`src/rtl/cmd_frame_parser.sv`:
```
// cmd_frame_parser: assembles opcode + payload byte frames into one command.
// Ports: CLK, RST (sync, active low), RX_P_Data/RX_D_VLD byte stream in,
//        CMD_RDY in; CMD_VLD + CMD_TYPE/ADDR/WDATA/OP_A/OP_B/FUN command out,
//        CMD_BAD_OP/CMD_TIMEOUT/CMD_DROP one-cycle event pulses.
module cmd_frame_parser #(
    parameter int          DATA_WIDTH     = 8,
    parameter int          ADDR_WIDTH     = 4,
    parameter int          FUN_WIDTH      = 4,
    parameter logic [15:0] TIMEOUT_CYCLES = 16'd4096
) (
    input  logic                  CLK,
    input  logic                  RST,
    input  logic [DATA_WIDTH-1:0] RX_P_Data,
    input  logic                  RX_D_VLD,
    input  logic                  CMD_RDY,
    output logic                  CMD_VLD,
    output logic [1:0]            CMD_TYPE,
    output logic [ADDR_WIDTH-1:0] CMD_ADDR,
    output logic [DATA_WIDTH-1:0] CMD_WDATA,
    output logic [DATA_WIDTH-1:0] CMD_OP_A,
    output logic [DATA_WIDTH-1:0] CMD_OP_B,
    output logic [FUN_WIDTH-1:0]  CMD_FUN,
    output logic                  CMD_BAD_OP,
    output logic                  CMD_TIMEOUT,
    output logic                  CMD_DROP
);

    localparam logic [DATA_WIDTH-1:0] OP_WR  = DATA_WIDTH'(8'hAA);
    localparam logic [DATA_WIDTH-1:0] OP_RD  = DATA_WIDTH'(8'hBB);
    localparam logic [DATA_WIDTH-1:0] OP_ALU = DATA_WIDTH'(8'hCC);
    localparam logic [DATA_WIDTH-1:0] OP_FN  = DATA_WIDTH'(8'hDD);

    typedef enum logic [2:0] {
        IDLE, GET_ADDR, GET_DATA, GET_OPA, GET_OPB, GET_FUN, HOLD
    } state_t;

    state_t                  state, next_state, op_state;
    logic [15:0]             cnt, cnt_d;
    logic                    op_take, op_known, in_get, to_hit;
    logic [1:0]              op_type, type_d;
    logic [ADDR_WIDTH-1:0]   addr_d;
    logic [DATA_WIDTH-1:0]   wdata_d, opa_d, opb_d;
    logic [FUN_WIDTH-1:0]    fun_d;
    logic                    vld_d, bad_d, to_d, drop_d;

    // Opcode lookup, shared by IDLE and the HOLD+RDY overlap case.
    always_comb begin
        op_known = 1'b1;
        op_type  = 2'b00;
        op_state = IDLE;
        case (RX_P_Data)
            OP_WR:   begin op_type = 2'b00; op_state = GET_ADDR; end
            OP_RD:   begin op_type = 2'b01; op_state = GET_ADDR; end
            OP_ALU:  begin op_type = 2'b10; op_state = GET_OPA;  end
            OP_FN:   begin op_type = 2'b11; op_state = GET_FUN;  end
            default: op_known = 1'b0;
        endcase
    end

    assign op_take = RX_D_VLD &&
                     (state == IDLE || (state == HOLD && CMD_RDY));
    assign in_get  = state inside {GET_ADDR, GET_DATA, GET_OPA,
                                   GET_OPB, GET_FUN};
    // A byte in the limit cycle wins over the timeout.
    assign to_hit  = in_get && !RX_D_VLD &&
                     (TIMEOUT_CYCLES != 16'd0) &&
                     (cnt == TIMEOUT_CYCLES - 16'd1);

    // State register and registered outputs.
    always_ff @(posedge CLK) begin
        if (!RST) begin
            state       <= IDLE;
            cnt         <= '0;
            CMD_VLD     <= 1'b0;
            CMD_TYPE    <= '0;
            CMD_ADDR    <= '0;
            CMD_WDATA   <= '0;
            CMD_OP_A    <= '0;
            CMD_OP_B    <= '0;
            CMD_FUN     <= '0;
            CMD_BAD_OP  <= 1'b0;
            CMD_TIMEOUT <= 1'b0;
            CMD_DROP    <= 1'b0;
        end else begin
            state       <= next_state;
            cnt         <= cnt_d;
            CMD_VLD     <= vld_d;
            CMD_TYPE    <= type_d;
            CMD_ADDR    <= addr_d;
            CMD_WDATA   <= wdata_d;
            CMD_OP_A    <= opa_d;
            CMD_OP_B    <= opb_d;
            CMD_FUN     <= fun_d;
            CMD_BAD_OP  <= bad_d;
            CMD_TIMEOUT <= to_d;
            CMD_DROP    <= drop_d;
        end
    end

    // Next-state logic.
    always_comb begin
        next_state = state;
        case (state)
            IDLE:     if (op_take && op_known) next_state = op_state;
            GET_ADDR: if (RX_D_VLD)
                          next_state = (CMD_TYPE == 2'b00) ? GET_DATA : HOLD;
            GET_DATA: if (RX_D_VLD) next_state = HOLD;
            GET_OPA:  if (RX_D_VLD) next_state = GET_OPB;
            GET_OPB:  if (RX_D_VLD) next_state = GET_FUN;
            GET_FUN:  if (RX_D_VLD) next_state = HOLD;
            HOLD:     if (CMD_RDY)
                          next_state = (op_take && op_known) ? op_state : IDLE;
            default:  next_state = IDLE;
        endcase
        if (to_hit) next_state = IDLE;
    end

    // Output / datapath next values.
    always_comb begin
        type_d  = CMD_TYPE;
        addr_d  = CMD_ADDR;
        wdata_d = CMD_WDATA;
        opa_d   = CMD_OP_A;
        opb_d   = CMD_OP_B;
        fun_d   = CMD_FUN;
        if (op_take && op_known) type_d = op_type;
        if (RX_D_VLD) begin
            if (state == GET_ADDR) addr_d  = RX_P_Data[ADDR_WIDTH-1:0];
            if (state == GET_DATA) wdata_d = RX_P_Data;
            if (state == GET_OPA)  opa_d   = RX_P_Data;
            if (state == GET_OPB)  opb_d   = RX_P_Data;
            if (state == GET_FUN)  fun_d   = RX_P_Data[FUN_WIDTH-1:0];
        end
        vld_d  = (next_state == HOLD);
        bad_d  = op_take && !op_known;
        drop_d = RX_D_VLD && (state == HOLD) && !CMD_RDY;
        to_d   = to_hit;
        cnt_d  = (in_get && !RX_D_VLD && !to_hit) ? cnt + 16'd1 : 16'd0;
    end

endmodule

```
`config.mk`:
```
export PLATFORM = sky130hd
export DESIGN_NAME = cmd_frame_parser
export DESIGN_NICKNAME = d
export VERILOG_FILES = /design/src/rtl/cmd_frame_parser.sv
export SDC_FILE = /design/constraint.sdc
export NUM_CORES = 1
export LEC_CHECK = 0
export CAP_MARGIN = 10
export CELL_PAD_IN_SITES_DETAIL_PLACEMENT = 1
export CELL_PAD_IN_SITES_GLOBAL_PLACEMENT = 1
export CORE_MARGIN = 2
export CORE_UTILIZATION = 37
export DETAILED_ROUTE_END_ITERATION = 8
export GPL_ROUTABILITY_DRIVEN = 0
export PLACE_DENSITY = 0.85
export SYNTH_ARGS = -nofsm -noshare
export SYNTH_HDL_FRONTEND = slang
export SYNTH_SLANG_ARGS = --single-unit
```
`constraint.sdc`:
```
create_clock -name CLK -period 2.3 [get_ports CLK]
set_clock_uncertainty 0.15 [all_clocks]
set_input_delay 0.46 -clock CLK [delete_from_list [all_inputs] [get_ports CLK]]
set_output_delay 0.46 -clock CLK [all_outputs]
set_load 0.005 [all_outputs]
```
==> impl_metrics.py, run 1 <==
metrics = {
    "yosys": {
        "syn_inst": 271,
        "synthesis.area_sq_um": 2390,
        "async_flop_share_pct": 0,
        "synth-seq-cells": 57,
        "yosys_warnings": 0,
        "syn_nets": 284,
        "synth.distinct_cells": 43,
        "seq_area_frac_synth_pct": 47.7,
        "synth_edf_count": 0,
        "synthFlopType": "dfxtp_1",
        "synth.avg_cell_area_sq_um": 8.82,
    },
    "global_routing": {
        "antenna_found_initial": 0,
        "met2_usage_pct": 31.0,
        "met1_usage_pct": 23.4,
        "grt_pass1_wl_um": 10500,
        "grt_max_degree": 25,
        "gr-max-usage-layer": "met2",
        "met3_usage_pct": 4.23,
        "grt_pass1_vias": 2103,
        "grt_util_all_layers_pct": 18.5,
        "grt.overflow.total": 0,
    },
    "drt": {
        "viasPerCell": 5.11,
        "drc_errors": 0,
        "drt-initial-drc-count": 89,
        "detail-route-antenna-nets": 0,
        "routedWlPerCell_um": 15.9,
        "drt_wl_total_um": 6480,
        "dr.pass1.iters": 4,
        "vias": 2086,
    },
    "timing": {
        "finalSetupViolCount": 0,
        "fin_crit_ps": 1960,
        "timing.final.ws_setup_ps": 340,
        "max_freq_mhz": 510,
        "final.setup.tns_ps": 0,
        "worstMarginPinSlew_ps": 515,
        "maxSlewHeadroom_pct": 65.6,
        "rsz0062_at_grt": "no",
        "post-route-period-util_pct": 85.2,
        "final_hold_viol_count": 0,
        "maxSlewViolCount": 0,
    },
    "cells_and_area": {
        "fillCellCount": 765,
        "final_common_cell": "dfxtp_1",
        "final_core_util_pct": 50.6,
        "ff_latch_area_sq_um": 1140,
        "num_antenna_cells": 0,
        "nets": 339,
        "mostFrequentLayoutCells": "dfxtp_1 (57), clkdlybuf4s50_1 (49), nand2_1 (44)",
        "multiInputGateArea_sq_um": 1150,
        "area_growth_pct": 33.6,
        "final_area_sq_um": 3190,
        "drive_gt1_share_pct": 11.8,
    },
    "setup_path": {
        "critPathTopFamily": "simple AND/OR/NAND/NOR gates",
        "critPathLaunchType": "flip-flop",
        "crit_chain": "ha_1, nand3_4, nor4_4, a31oi_1, o21a_1, nor3b_2",
        "arrival_ps": 2020,
        "crit_buf_inv": 0,
        "cp_max_fo": 5,
        "slowest_stage": "nor4_4",
        "path_class": "reg -> reg",
        "crit_path_max_incr_delay_ps": 420,
        "end_kind": "flip-flop",
        "crit_required_ps": 2360,
    },
    "placed_design": {
        "placed_area_sq_um": 2960,
        "hpwl_um": 4660,
        "place_worst_setup_slack_ps": 47.5,
        "io_buffers": 49,
    },
    "power_and_ir_drop": {
        "power_density_nw_per_um2": 668,
        "power_mw": 2.13,
        "leakage_nw": 1.13,
        "peakVddDrop_mv": 0.476,
    },
    "cts": {
        "numCtsBuffers": 9,
        "clock-root-buffer": "clkbuf_8",
        "path_clk_slew_ps": 60,
        "tritoncts": "yes",
        "h-tree-depth": 3,
        "cts_resized": 0,
        "cts_hold_buf": 0,
        "clock_sink_count": 57,
        "clk_latency_ps": 330,
        "cts_setup_buffers": 0,
        "clk_path_buf_depth": 2,
    },
    "floorplan": {
        "row_count": 29,
        "chipWidth_um": 84.4,
        "ios": 50,
        "die_h_um": 84.4,
        "core_sq_um": 6310,
        "initial_core_util_pct": 37.9,
        "die_area_sq_um": 7120,
    },
    "worst_hold_path": {
        "hold_class": "reg -> reg",
    },
    "run_status": {
        "status": "complete, no violations",
    },
    "flow_run": {
        "maxCapViolCount": 0,
    },
}
==> final timing paths <==
kind	endpoint	startpoint	cells after the start	slack [ps]
setup / recovery	CMD_VLD$_SDFF_PN0_	cnt[0]$_SDFF_PN0_	6	340
hold / removal	CMD_OP_A[4]$_SDFFE_PN0P_	CMD_OP_A[4]$_SDFFE_PN0P_	2	310
setup reg to reg	CMD_VLD$_SDFF_PN0_	cnt[0]$_SDFF_PN0_	6	340
hold reg to reg	CMD_OP_A[4]$_SDFFE_PN0P_	CMD_OP_A[4]$_SDFFE_PN0P_	2	310
==> flip-flops by register name, summed over array words and instances, names as in the netlist, 2 cells and up <==
register / count
CMD_ADDR: 4
CMD_FUN: 4
CMD_OP_A: 8
CMD_OP_B: 8
CMD_TYPE: 2
CMD_WDATA: 8
cnt: 16
state: 3
==> cells in the mapped netlist (2+ instances only) <==
cell / count / area, sq um
nor4_1: 4 / 25.0
or3_1: 3 / 18.8
dfxtp_1: 57 / 1140
nor2_1: 42 / 158
inv_1: 2 / 7.51
nand3_1: 8 / 40.0
nor3_1: 4 / 20.0
xnor2_1: 8 / 70.1
and3_1: 2 / 12.5
mux2i_1: 16 / 160
xor2_1: 7 / 61.3
clkbuf_1: 7 / 26.3
a31oi_1: 2 / 12.5
o21ai_2: 2 / 17.5
a21oi_1: 20 / 100
nand4_1: 2 / 12.5
buf_6: 2 / 22.5
o21ai_0: 6 / 30.0
nand2_1: 44 / 165
and2_1: 2 / 12.5
buf_2: 4 / 20.0
o21a_1: 2 / 15.0
nor2b_1: 5 / 31.3
==> tightest hold or removal path, delay by kind of cell (launching register included) <==
family          cells  cell delay (ps)
flops               1              310
compound gates      1               50
simple gates        1               50
==> report_power, final <==
part	internal [mW]	switching [mW]
combinational	0.0408	0.0490
clock	0.664	0.385
sequential	0.990	0.00270
total	1.70	0.437
==> metal layers <==
| metal | part of all wire (%) | wire length (um) | vias to the layer above |
|---|---|---|---|
| met5 | 0 | 0 | - |
| met4 | 1.6 | 106 | 0 |
| met3 | 3.3 | 213 | 9 |
| met2 | 50 | 3250 | 37 |
| met1 | 45 | 2910 | 1025 |
| li1 | - | - | 1015 |
==> logic make-up after synthesis <==
group | count (synthesis) | synth area share (%)
mux | 16 | 6.70
compound gates | 36 | 8.80
simple gates | 128 | 26.5
fa+ha+maj | 1 | 0.523
xor+xnor | 15 | 5.50
flops | 57 | 47.7
buf+inv | 18 | 4.19
==> metrics by stage <==
step | cells | hold WS, ps
finish | 408 | 306
global route | 408 | 324
CTS | 408 | 310
detailed placement | 392 | 300
global placement | 392 | 294
floorplan | 271 | 279
==> area by class of cell <==
cell class / count / share of cell area, %
clock buffer: 11 / 4.74
clock inverter: 5 / 2.43
inverter: 3 / 0.353
multi-input combinational: 196 / 36.0
sequential: 57 / 35.8
tap: 77 / 3.02
timing repair buffer: 59 / 17.7
No activity file was read; power rests on OpenSTA's default activity.
==> run 2, diff against run 1 <==
--- a/config.mk
+++ b/config.mk
@@ -13,6 +13,7 @@
 export DETAILED_ROUTE_END_ITERATION = 8
 export GPL_ROUTABILITY_DRIVEN = 0
 export PLACE_DENSITY = 0.85
+export SKIP_CTS_REPAIR_TIMING = 1
 export SYNTH_ARGS = -nofsm -noshare
 export SYNTH_HDL_FRONTEND = slang
 export SYNTH_SLANG_ARGS = --single-unit
==> results of run 2 <==
The final DEF is identical to that of run 1; final timing and power are the same.
